## src/rtl/bf_alu_pkg.sv

```systemverilog
// Shared types for the Brainfuck CPU data-cell ALU: operation enum,
// default cell width and the select decoder.
package bf_pkg;

   localparam int BF_WIDTH = 8;

   typedef enum logic [1:0] {
      OP_NOP = 2'd0,
      OP_DEC = 2'd1,
      OP_INC = 2'd2,
      OP_ERR = 2'd3
   } bf_op_e;

   // Anything other than exactly one select high decodes to OP_ERR.
   function automatic bf_op_e bf_decode_op(input logic nochange,
                                           input logic decrement,
                                           input logic increment);
      bf_op_e op;
      case ({nochange, decrement, increment})
         3'b100:  op = OP_NOP;
         3'b010:  op = OP_DEC;
         3'b001:  op = OP_INC;
         default: op = OP_ERR;
      endcase
      return op;
   endfunction

endpackage

```

## src/rtl/bf_alu_if.sv

```systemverilog
// Bus between the datapath and the data-cell ALU.
// The slave modport is the ALU side; the master modport is the datapath side.
interface bf_alu_if
   import bf_pkg::*;
#(
   parameter int WIDTH = BF_WIDTH
);
   logic [WIDTH-1:0] a;
   logic             nochange;
   logic             decrement;
   logic             increment;
   logic [WIDTH-1:0] out;
   logic             zero;
   logic             wrap;
   logic             op_err;
   logic [WIDTH-1:0] out_q;
   logic             err_sticky;
   logic [15:0]      op_count;

   modport slave (
      input  a, nochange, decrement, increment,
      output out, zero, wrap, op_err, out_q, err_sticky, op_count
   );

   modport master (
      output a, nochange, decrement, increment,
      input  out, zero, wrap, op_err, out_q, err_sticky, op_count
   );
endinterface

```

## src/rtl/bf_alu_core.sv

```systemverilog
// Purely combinational cell arithmetic: pass, decrement or increment, modulo 2**WIDTH.
// Wrap comes from the operand value, not from a carry out of a wider adder.
module bf_alu_core
   import bf_pkg::*;
#(
   parameter int WIDTH = BF_WIDTH
) (
   input  logic [WIDTH-1:0] a_i,
   input  bf_op_e           op_i,
   output logic [WIDTH-1:0] out_o,
   output logic             zero_o,
   output logic             wrap_o
);
   localparam logic [WIDTH-1:0] ONE  = {{(WIDTH-1){1'b0}}, 1'b1};
   localparam logic [WIDTH-1:0] ZERO = {WIDTH{1'b0}};

   logic [WIDTH-1:0] out_s;
   logic             wrap_s;

   // Result and wrap selection; error and nop both pass the operand through.
   always_comb begin
      out_s  = a_i;
      wrap_s = 1'b0;
      case (op_i)
         OP_INC: begin
            out_s  = a_i + ONE;
            wrap_s = &a_i;
         end
         OP_DEC: begin
            out_s  = a_i - ONE;
            wrap_s = ~|a_i;
         end
         default: begin
            out_s  = a_i;
            wrap_s = 1'b0;
         end
      endcase
   end

   assign out_o  = out_s;
   assign wrap_o = wrap_s;
   assign zero_o = (out_s == ZERO);

endmodule

```

## src/rtl/bf_alu.sv

```systemverilog
// Data-cell ALU top: combinational core plus registered result, sticky
// select-error flag and an optional inc/dec counter enabled by BF_ALU_OPCNT_EN.
module bf_alu
   import bf_pkg::*;
#(
   parameter int WIDTH = BF_WIDTH
) (
   input  logic        clk,
   input  logic        rst_n,
   bf_alu_if.slave     bus
);
   bf_op_e           op_s;
   logic [WIDTH-1:0] out_s;
   logic             op_err_s;
   logic [WIDTH-1:0] res_q;
   logic             err_q;

   assign op_s     = bf_decode_op(bus.nochange, bus.decrement, bus.increment);
   assign op_err_s = (op_s == OP_ERR);

   bf_alu_core #(.WIDTH(WIDTH)) u_core (
      .a_i    (bus.a),
      .op_i   (op_s),
      .out_o  (out_s),
      .zero_o (bus.zero),
      .wrap_o (bus.wrap)
   );

   assign bus.out    = out_s;
   assign bus.op_err = op_err_s;

   // Result register and sticky error; the flag only clears through reset.
   always_ff @(posedge clk or negedge rst_n) begin
      if (!rst_n) begin
         res_q <= {WIDTH{1'b0}};
         err_q <= 1'b0;
      end else begin
         res_q <= out_s;
         err_q <= err_q | op_err_s;
      end
   end

   assign bus.out_q      = res_q;
   assign bus.err_sticky = err_q;

`ifdef BF_ALU_OPCNT_EN
   logic [15:0] cnt_q;
   logic [15:0] cnt_d;

   // Count only valid increments and decrements; wraps naturally at 16 bits.
   always_comb begin
      cnt_d = cnt_q;
      if (op_s == OP_INC || op_s == OP_DEC) begin
         cnt_d = cnt_q + 16'd1;
      end else begin
         cnt_d = cnt_q;
      end
   end

   // Operation counter register.
   always_ff @(posedge clk or negedge rst_n) begin
      if (!rst_n) begin
         cnt_q <= 16'h0000;
      end else begin
         cnt_q <= cnt_d;
      end
   end

   assign bus.op_count = cnt_q;
`else
   assign bus.op_count = 16'h0000;
`endif

endmodule

```

## src/flat_wrapper.sv

```systemverilog
// flat-port wrapper written by rule: the top's interface ports become plain ports
module bf_alu_flat import bf_pkg::*;
#(
   parameter int WIDTH = BF_WIDTH
)
  (clk, rst_n, bus_a, bus_nochange, bus_decrement, bus_increment, bus_out, bus_zero, bus_wrap, bus_op_err, bus_out_q, bus_err_sticky, bus_op_count);
  bf_alu_if #(.WIDTH(WIDTH)) bus_i ();
  input  logic clk;
  input  logic rst_n;
  input wire logic [$bits(bus_i.a)-1:0] bus_a;
  input wire logic [$bits(bus_i.nochange)-1:0] bus_nochange;
  input wire logic [$bits(bus_i.decrement)-1:0] bus_decrement;
  input wire logic [$bits(bus_i.increment)-1:0] bus_increment;
  output wire logic [$bits(bus_i.out)-1:0] bus_out;
  output wire logic [$bits(bus_i.zero)-1:0] bus_zero;
  output wire logic [$bits(bus_i.wrap)-1:0] bus_wrap;
  output wire logic [$bits(bus_i.op_err)-1:0] bus_op_err;
  output wire logic [$bits(bus_i.out_q)-1:0] bus_out_q;
  output wire logic [$bits(bus_i.err_sticky)-1:0] bus_err_sticky;
  output wire logic [$bits(bus_i.op_count)-1:0] bus_op_count;
  assign bus_i.a = bus_a;
  assign bus_i.nochange = bus_nochange;
  assign bus_i.decrement = bus_decrement;
  assign bus_i.increment = bus_increment;
  assign bus_out = bus_i.out;
  assign bus_zero = bus_i.zero;
  assign bus_wrap = bus_i.wrap;
  assign bus_op_err = bus_i.op_err;
  assign bus_out_q = bus_i.out_q;
  assign bus_err_sticky = bus_i.err_sticky;
  assign bus_op_count = bus_i.op_count;
  bf_alu #(.WIDTH(WIDTH)) u_core (.clk(clk), .rst_n(rst_n), .bus(bus_i));
endmodule
```

## config.mk

```make
export PLATFORM = sky130hd
export DESIGN_NAME = bf_alu_flat
export DESIGN_NICKNAME = d
export VERILOG_FILES = /design/src/rtl/bf_alu_pkg.sv /design/src/rtl/bf_alu_if.sv /design/src/rtl/bf_alu_core.sv /design/src/rtl/bf_alu.sv /design/src/flat_wrapper.sv
export SDC_FILE = /design/constraint.sdc
export NUM_CORES = 1
export LEC_CHECK = 0
export CAP_MARGIN = 40
export CORE_MARGIN = 4
export CORE_UTILIZATION = 41
export CTS_BUF_LIST = sky130_fd_sc_hd__clkbuf_16
export DETAILED_ROUTE_END_ITERATION = 7
export GPL_ROUTABILITY_DRIVEN = 1
export MAX_ROUTING_LAYER = met4
export PLACE_DENSITY = 0.8
export SETUP_SLACK_MARGIN = 0.05
export SYNTH_ARGS = -nofsm -noshare
export SYNTH_HDL_FRONTEND = slang
export SYNTH_SLANG_ARGS = --single-unit
```

## constraint.sdc

```tcl
create_clock -name clk -period 5.05 [get_ports clk]
set_input_delay 1.01 -clock clk [delete_from_list [all_inputs] [get_ports clk]]
set_output_delay 1.01 -clock clk [all_outputs]
set_load 0.01 [all_outputs]
```

## Word-level counts from Yosys, hierarchy flattened

Index checks and enable logic that the tools add are counted.

- Muxes and demuxes: 3
- Equality and inequality tests: 6
- $add $sub $neg: 2
- Bitwise operators: 1
- Reduce and logical (&&, ||, !) cells: 4

Operators by type and width:

| operator | count |
|---|---|
| 8-bit one-hot mux with 2 select lines | 1 |
| 8-bit by 1-bit adder with 8-bit output (second input constant) | 1 |
| 8-bit logical NOT | 1 |
| 8-bit AND reduction | 1 |
| 8-bit OR reduction | 1 |
| 8-bit by 1-bit subtractor with 8-bit output (second input constant) | 1 |
| 2-bit one-hot mux with 3 select lines | 1 |
| 2-bit == test (second input constant) | 2 |
| 3-bit by 1-bit == test with 1-bit output (second input constant) | 1 |
| 3-bit by 2-bit == test with 1-bit output (second input constant) | 1 |
| 3-bit == test (second input constant) | 1 |
| 2-bit by 1-bit == test with 1-bit output (second input constant) | 1 |
| 1-bit one-hot mux with 2 select lines | 1 |
| 1-bit logical NOT | 1 |
| 1-bit bitwise OR | 1 |

- Input port bits: 13
- Output and inout port bits: 36
- Logic and storage cells: 18
- Bits in registers: 9

## Longest topological paths before layout

- Depth after elaboration: 5
- Gate-level depth with buffers: 10
- Depth with buffers taken out: 9

## Hierarchy

A second synthesis with hierarchy kept.

- Cell total of the unflattened synthesis: 143
- Area, all modules: 1194.9 µm²

By module, submodules not included:

| module | cells an instance | area each (µm²) | times used | sequential area each (µm²) |
|---|---|---|---|---|
| bf_alu_core | 108 | 785.8 | 1 | 0.0 |
| bf_alu | 35 | 409.1 | 1 | 225.2 |

## Worst setup path after synthesis

No wires, ideal clock.

- Path kind: input to output
- Start point: in bus_nochange
- End point: out bus_zero
- Buffers on the path: 0
- Arrival time: 3.415 ns
- Setup slack: 0.625 ns
- Stages on the path: 8
- Required time: 4.040 ns
- Path through: nor3b_1 ha_1 ha_1 xnor2_2 o21ai_1 or4_1 a2111o_1 nor4_2

- Cells in the longest elaborated chain, start to end: 5
- Elaborated cells between the ends (all ways): 8
- Those cells by class: eq/ne: 5; mux: 2; reduce/logical: 1

RTL lines:

| item | RTL line | RTL |
|---|---|---|
| from (decl) | flat_wrapper.sv:11 | `input wire logic [$bits(bus_i.nochange)-1:0] bus_nochange;` |
| 3-bit by 1-bit == test with 1-bit output (tied with other cells) | bf_alu_pkg.sv:19 | `case ({nochange, decrement, increment})` |
| 2-bit one-hot mux with 3 select lines (*) | bf_alu_pkg.sv:19 |  |
| 2-bit by 1-bit == test with 1-bit output / 2-bit == test (equally long branches) | bf_alu_core.sv:24 | `case (op_i)` |
| 8-bit one-hot mux with 2 select lines (*) | bf_alu_core.sv:24 |  |
| via bus_out[2] | flat_wrapper.sv:14 | `output wire logic [$bits(bus_i.out)-1:0] bus_out;` |
| 8-bit logical NOT (*) | bf_alu_core.sv:42 | `assign zero_o = (out_s == ZERO);` |
| to (decl) | flat_wrapper.sv:15 | `output wire logic [$bits(bus_i.zero)-1:0] bus_zero;` |

The timed path passes the listed nets; every way through them passes the cells marked *.

## Worst setup path in the final report

- Start point: in bus_nochange
- End point: out bus_out[7]

- Cells in the longest elaborated chain, start to end: 4
- Elaborated cells between the ends (all ways): 7
- Those cells by class: eq/ne: 5; mux: 2

RTL lines:

| item | RTL line |
|---|---|
| 3-bit by 1-bit == test with 1-bit output (tied with other cells) | bf_alu_pkg.sv:19 |
| 2-bit one-hot mux with 3 select lines (*) | bf_alu_pkg.sv:19 |
| 2-bit by 1-bit == test with 1-bit output / 2-bit == test (equally long branches) | bf_alu_core.sv:24 |
| 8-bit one-hot mux with 2 select lines (*) | bf_alu_core.sv:24 |
| to (decl) | flat_wrapper.sv:14 |

Every way passes the cells marked *; elsewhere a longest branch is shown, timed or not.

==> summary.txt <==
Clock tree
  • Root buffer cell: clkbuf_16
  • Clock Path Buffers: 2
  • Skew-Pair Late Insertion Delay: 0.23 ns
  • Reg clk slew, reported paths: 0.04 ns
  • H-tree levels: 1
  • CTS Buf Count: 3
  • Clock sinks: 9
  • CTS tree: built

STA
  • Period utilization: 92.6%
  • RSZ-0062 raised after global routing: false
  • Fmax: 0.214 GHz
  • Final Skew: 0 ns
  • Max-slew violations: 0
  • Fin. Hold Viols: 0
  • Min Tclk post-route: 4.68 ns
  • Endpoints failing setup: 0

Drt
  • Final WL: 3000 um
  • DR vias: 1095
  • Initial DRC count: 39
  • WL/cell: 14.3 um
  • Drt drc: 0
  • Via-per-instance ratio: 5.24
  • Antenna Nets Post-Route: 0
  • First-pass detailed-route iteration total: 4

Worst hold path
  • Hold Crit Class: flop to flop
  • Hold EP: u_core.bus.err_sticky
  • Hold_sp: u_core.bus.err_sticky
  • Hold path depth: 1

Synthesis
  • Post-synth EDFFs: 0
  • Top_reg_cell synth: dfrtp_1
  • Sequential area share after synthesis: 21.2%
  • Avg Cell Area, Syn: 8.70 um^2
  • Post-synth ARST share: 100%
  • Post-synth cell types: 50
  • Flops & latches, synth: 9
  • Mapped Cells: between 100 and 150
  • YS warnings: 0
  • Synth Cell Area: approximately 1100 um^2

Floorplan
  • Starting Density: 42.8%
  • Core Area: 2480 um^2
  • Die Y-Extent: around 59 um
  • Die Wd: between 50 and 60 um
  • Ports: 49
  • Row Count: 18
  • Die ar.: around 3500 um^2

GRT
  • Met1 Use GR: 19.9%
  • First-pass GRT wire length: 4800 um
  • GR Util met2: 33.4%
  • Number of global-route vias before repair: 1044
  • Congestion Overflow GR: 0
  • GRT Overall Usage: 18.5%
  • GRT busiest layer: met2
  • Met3 global-route usage: 1.75%
  • Largest net degree at the start of global routing: 10
  • Initial antenna violation count: 1

Setup path
  • R2r endpoint: u_core.bus.err_sticky
  • Reg2Reg Depth: 1
  • Arrival time at the worst endpoint: 3.67 ns
  • R2r setup slk: approximately 4.3 ns
  • Critical-path maximum fanout: 6
  • Worst setup SP type: input port
  • Crit Path Category: input port to output pin
  • Required time of the critical path: 4.04 ns
  • Critical Path End Type: output pin
  • Reg2reg start: u_core.bus.err_sticky

Final layout
  • Area of the multi-input gates: 774 um^2
  • Layout cell share with drive strength beyond 1: 29.2%
  • Final Cell Area: between 1500 and 2000 um^2
  • NumNets Final: 202
  • Filler Cell Count: between 150 and 200
  • Final Core Density: approximately two thirds
  • Register area: 225 um^2
  • Area grow syn2layout: 53.9%

Power
  • PD cells: 220 nW/um^2
  • Total design power: 359 uW
  • P_leak: ~0.00076 uW
  • Maximum vdd drop: about 0.00022 V

Placement
  • Placed Area: 1490 um^2
  • DP HPWL: around 2400 um
  • IO Port Bufs: 32
  • Routability cong.: between 0.8 and 0.9

Flow run
  • Max Cap Viol: 0

Outcome
  • Status: finished clean
state kept, by name (all words and copies together), names as in the netlist:
signal	flops
u_core.bus.out_q	8
u_core.bus.err_sticky	1
stage by stage:
stage               std cells  TNS, ns  hold WS (ns)  setup slack [ns]
floorplan                 137        0         0.512             0.625
global placement          202   -0.616         0.452            -0.275
detailed placement        202    -1.06         0.462            -0.384
CTS                       208        0         0.479            0.0908
global route              209        0         0.501             0.271
finish                    209        0         0.476             0.373
area by class of cell:
| class | instances | share of cell area (%) |
|---|---|---|
| multi-input cells | 104 | 47.4 |
| well taps | 30 | 2.30 |
| clock inverters | 1 | 0.230 |
| repair buffers | 57 | 30.6 |
| inverters | 4 | 0.920 |
| flip-flops and latches | 9 | 13.8 |
| clock buffers | 3 | 4.60 |
| diodes | 1 | 0.153 |
cells in the mapped netlist, drive strengths merged (2+ instances only):
| library cell | instances | area, um^2 |
|---|---|---|
| and2 | 2 | 13.8 |
| or2b | 3 | 25.0 |
| a211o | 2 | 20.0 |
| o211ai | 2 | 15.0 |
| buf | 20 | 155 |
| dfrtp | 9 | 225 |
| nor4 | 2 | 18.8 |
| nor4b | 2 | 17.5 |
| a211oi | 3 | 27.5 |
| o21ai | 3 | 15.0 |
| nand2 | 10 | 40.0 |
| a21o | 4 | 31.3 |
| or4 | 3 | 23.8 |
| nor2 | 10 | 37.5 |
| mux2i | 2 | 20.0 |
| ha | 9 | 113 |
| inv | 4 | 15.0 |
| nand4 | 4 | 25.0 |
| a21oi | 6 | 30.0 |
| or2 | 2 | 12.5 |
| nor3b | 2 | 15.0 |
| xnor2 | 2 | 25.0 |
power breakdown:
group	total, uW	internal [uW]	switching, uW
clock	136	103	32.8
combinational	141	74.6	66.9
sequential	81.2	79.6	1.65
total	359	257	101
per-layer routing:
| layer | part of all wire, % | vias up | routed length [um] |
|---|---|---|---|
| met1 | 37 | 513 | 1120 |
| met3 | 9.3 | 4 | 280 |
| met5 | 0 | - | 0 |
| li1 | - | 522 | - |
| met2 | 52 | 56 | 1570 |
| met4 | 0.90 | 0 | 27 |
kinds of logic after synthesis:
| group | count (synthesis) | synth area share [%] |
|---|---|---|
| flops | 9 | 21.2 |
| fa+ha+maj | 10 | 12.5 |
| buf+inv | 24 | 16.0 |
| mux | 3 | 2.95 |
| simple gates | 44 | 24.4 |
| compound gates | 28 | 19.3 |
| other cells | 1 | 0.353 |
| xor+xnor | 3 | 3.18 |
timing repair:
item	in CTS	in global routing
buffers inserted	2	0
gates resized for setup	13	6
hold buffers	0	0
setup endpoints to repair	5	2
pin swaps	2	2
worst max-delay path: stages:
cell and delay [ns]:
dlygate4sd2_1 0.30, nor3b_4 0.28, ha_4 0.21, buf_4 0.11, ha_1 0.22, buf_4 0.16, nand2_1 0.06, o21bai_1 0.08
or4_1 0.49, and4_1 0.21, or2_1 0.24, dlygate4sd2_1 0.29
worst max-delay path by stage:
stage / from / end
after global routing: bus_nochange / bus_out[7]
final: bus_nochange / bus_out[7]
after global placement: bus_decrement / bus_zero
after detailed placement: bus_decrement / bus_zero
after CTS: bus_decrement / bus_zero
after floorplan: bus_nochange / bus_zero
layout by cell type (no fill, tap or decap), types with 3 or more instances in the layout:
master	count
ha_1	7
dfrtp_1	9
nand4_1	4
nor2_1	9
nand2_1	8
buf_4	25
a21oi_1	5
dlygate4sd2_1	5
a21o_1	3
clkbuf_16	3
inv_1	5
conb_1	16
clkdlybuf4s50_1	25
Note: power is estimated with default switching activity, not from simulation.
==> RTL change: new RTL, same flow settings <==
`BF_WIDTH`: 8 -> 9.
--- a/src/rtl/bf_alu_pkg.sv
+++ b/src/rtl/bf_alu_pkg.sv
@@ -2,7 +2,7 @@
 // default cell width and the select decoder.
 package bf_pkg;
 
-   localparam int BF_WIDTH = 8;
+   localparam int BF_WIDTH = 9;
 
    typedef enum logic [1:0] {
       OP_NOP = 2'd0,
Interface: changed (resized bus_a, bus_out and bus_out_q); port bits go from 49 to 52. The function was not compared with the original's and may differ.
==> RTL change against the unedited design <==
- first-iteration DRC count rose by 13%
- final area up 8.5%
- largest power group unchanged
- setup slack worse by 41 ps
- routed wire length is 24% higher
- sequential cell count up 1
- core utilization is 3.1 points higher
- total power rose by 11%
- area after synthesis increased by 7.9%
- maximum frequency down 0.88%
- critical path depth up 1
==> RTL change: results (changes against the unedited design) <==
.. list-table::
   :header-rows: 1

   * - Metric
     - Value
   * - Number of post-CTS setup repair buffers
     - 0 (-2)
   * - Share of the synthesized area in compound gates (AO/OA/AOI/OAI)
     - 20.4% (+1.1 points)
   * - Sum of routed wire length over all layers
     - 3730 µm (+24%)
   * - Total instance count after detailed placement
     - 221 (+9.4%)
   * - Number of antenna diodes
     - 0 (-1)
   * - Most frequent cells after synthesis
     - sky130_fd_sc_hd__buf_4 (16), sky130_fd_sc_hd__dfrtp_1 (10), sky130_fd_sc_hd__ha_1 (10)
   * - Flip-flop count of the largest register, all copies and words added
     - 9 (+1)
   * - Count of input and output buffers
     - 35 (+9.4%)
   * - Endpoint of the most critical setup path
     - bus_out[8]
   * - HPWL after detailed placement
     - 2710 µm (+15%)
   * - Largest cells by area after synthesis
     - sky130_fd_sc_hd__dfrtp_1 (22%), sky130_fd_sc_hd__ha_1 (11%), sky130_fd_sc_hd__buf_4 (10%)
   * - Met3 Usage GRT
     - 2.77% (+1.0 points)
   * - Worst hold-check slack
     - 521 ps (+44.5 ps)
   * - First DRT Iteration DRCs
     - 44 (+13%)
   * - Antenna violations before repair
     - 0 (-1)
   * - Max Fanout on Critical Path
     - 8 (+2)
   * - Highest achievable clock rate
     - 0.212 GHz (-0.88%)
   * - Post-synthesis sequential area ratio
     - 21.9% (+0.63 points)
   * - Leakage power
     - 0.803 nW (+5.2%)
   * - Pre-CTS setup slack
     - -336 ps (+47.8 ps)
   * - Wire length on met2
     - 1940 µm (+24%)
   * - Layout cells sized above 1
     - 21.0% (-8.2 points)
   * - Status
     - finished, final reports clean
   * - Mux share of post-synthesis cell area
     - 0% (-2.9 points)
   * - Post-layout util
     - 69.0% (+3.1 points)
   * - Length of routed wiring on met1
     - 1310 µm (+17%)
   * - Routed length per instance
     - 16.6 µm (+16%)
   * - Routing usage on met2
     - 38.6% (+5.2 points)
==> RTL change: changes by cell type after synthesis, moves of 3 or more <==
cell                       change
sky130_fd_sc_hd__nand2b_1      +5
sky130_fd_sc_hd__a21oi_1       -5
sky130_fd_sc_hd__nand3_1       +4
sky130_fd_sc_hd__nor2_1        -4
sky130_fd_sc_hd__inv_1         +3
sky130_fd_sc_hd__nor3b_1       +5
sky130_fd_sc_hd__o21ai_0       +7
==> RTL change: timing repair <==
item                       in CTS  in global routing
resized for setup              10                  4
pin swaps                       1                  2
setup endpoints to repair       7                  6
==> RTL change: where the power goes <==
part / internal (mW) / switching [mW] / total, mW
Combinational: 0.0861 / 0.0812 / 0.167
Sequential: 0.0889 / 0.00221 / 0.0911
Clock: 0.104 / 0.0360 / 0.140
==> RTL change: final cells by class <==
type / instances / share of cell area [%]
clock buffer: 3 / 4.24
sequential: 10 / 14.1
timing repair buffer: 61 / 31.1
clock inverter: 1 / 0.212
multi-input combinational: 113 / 46.7
tap: 30 / 2.12
inverter: 7 / 1.48
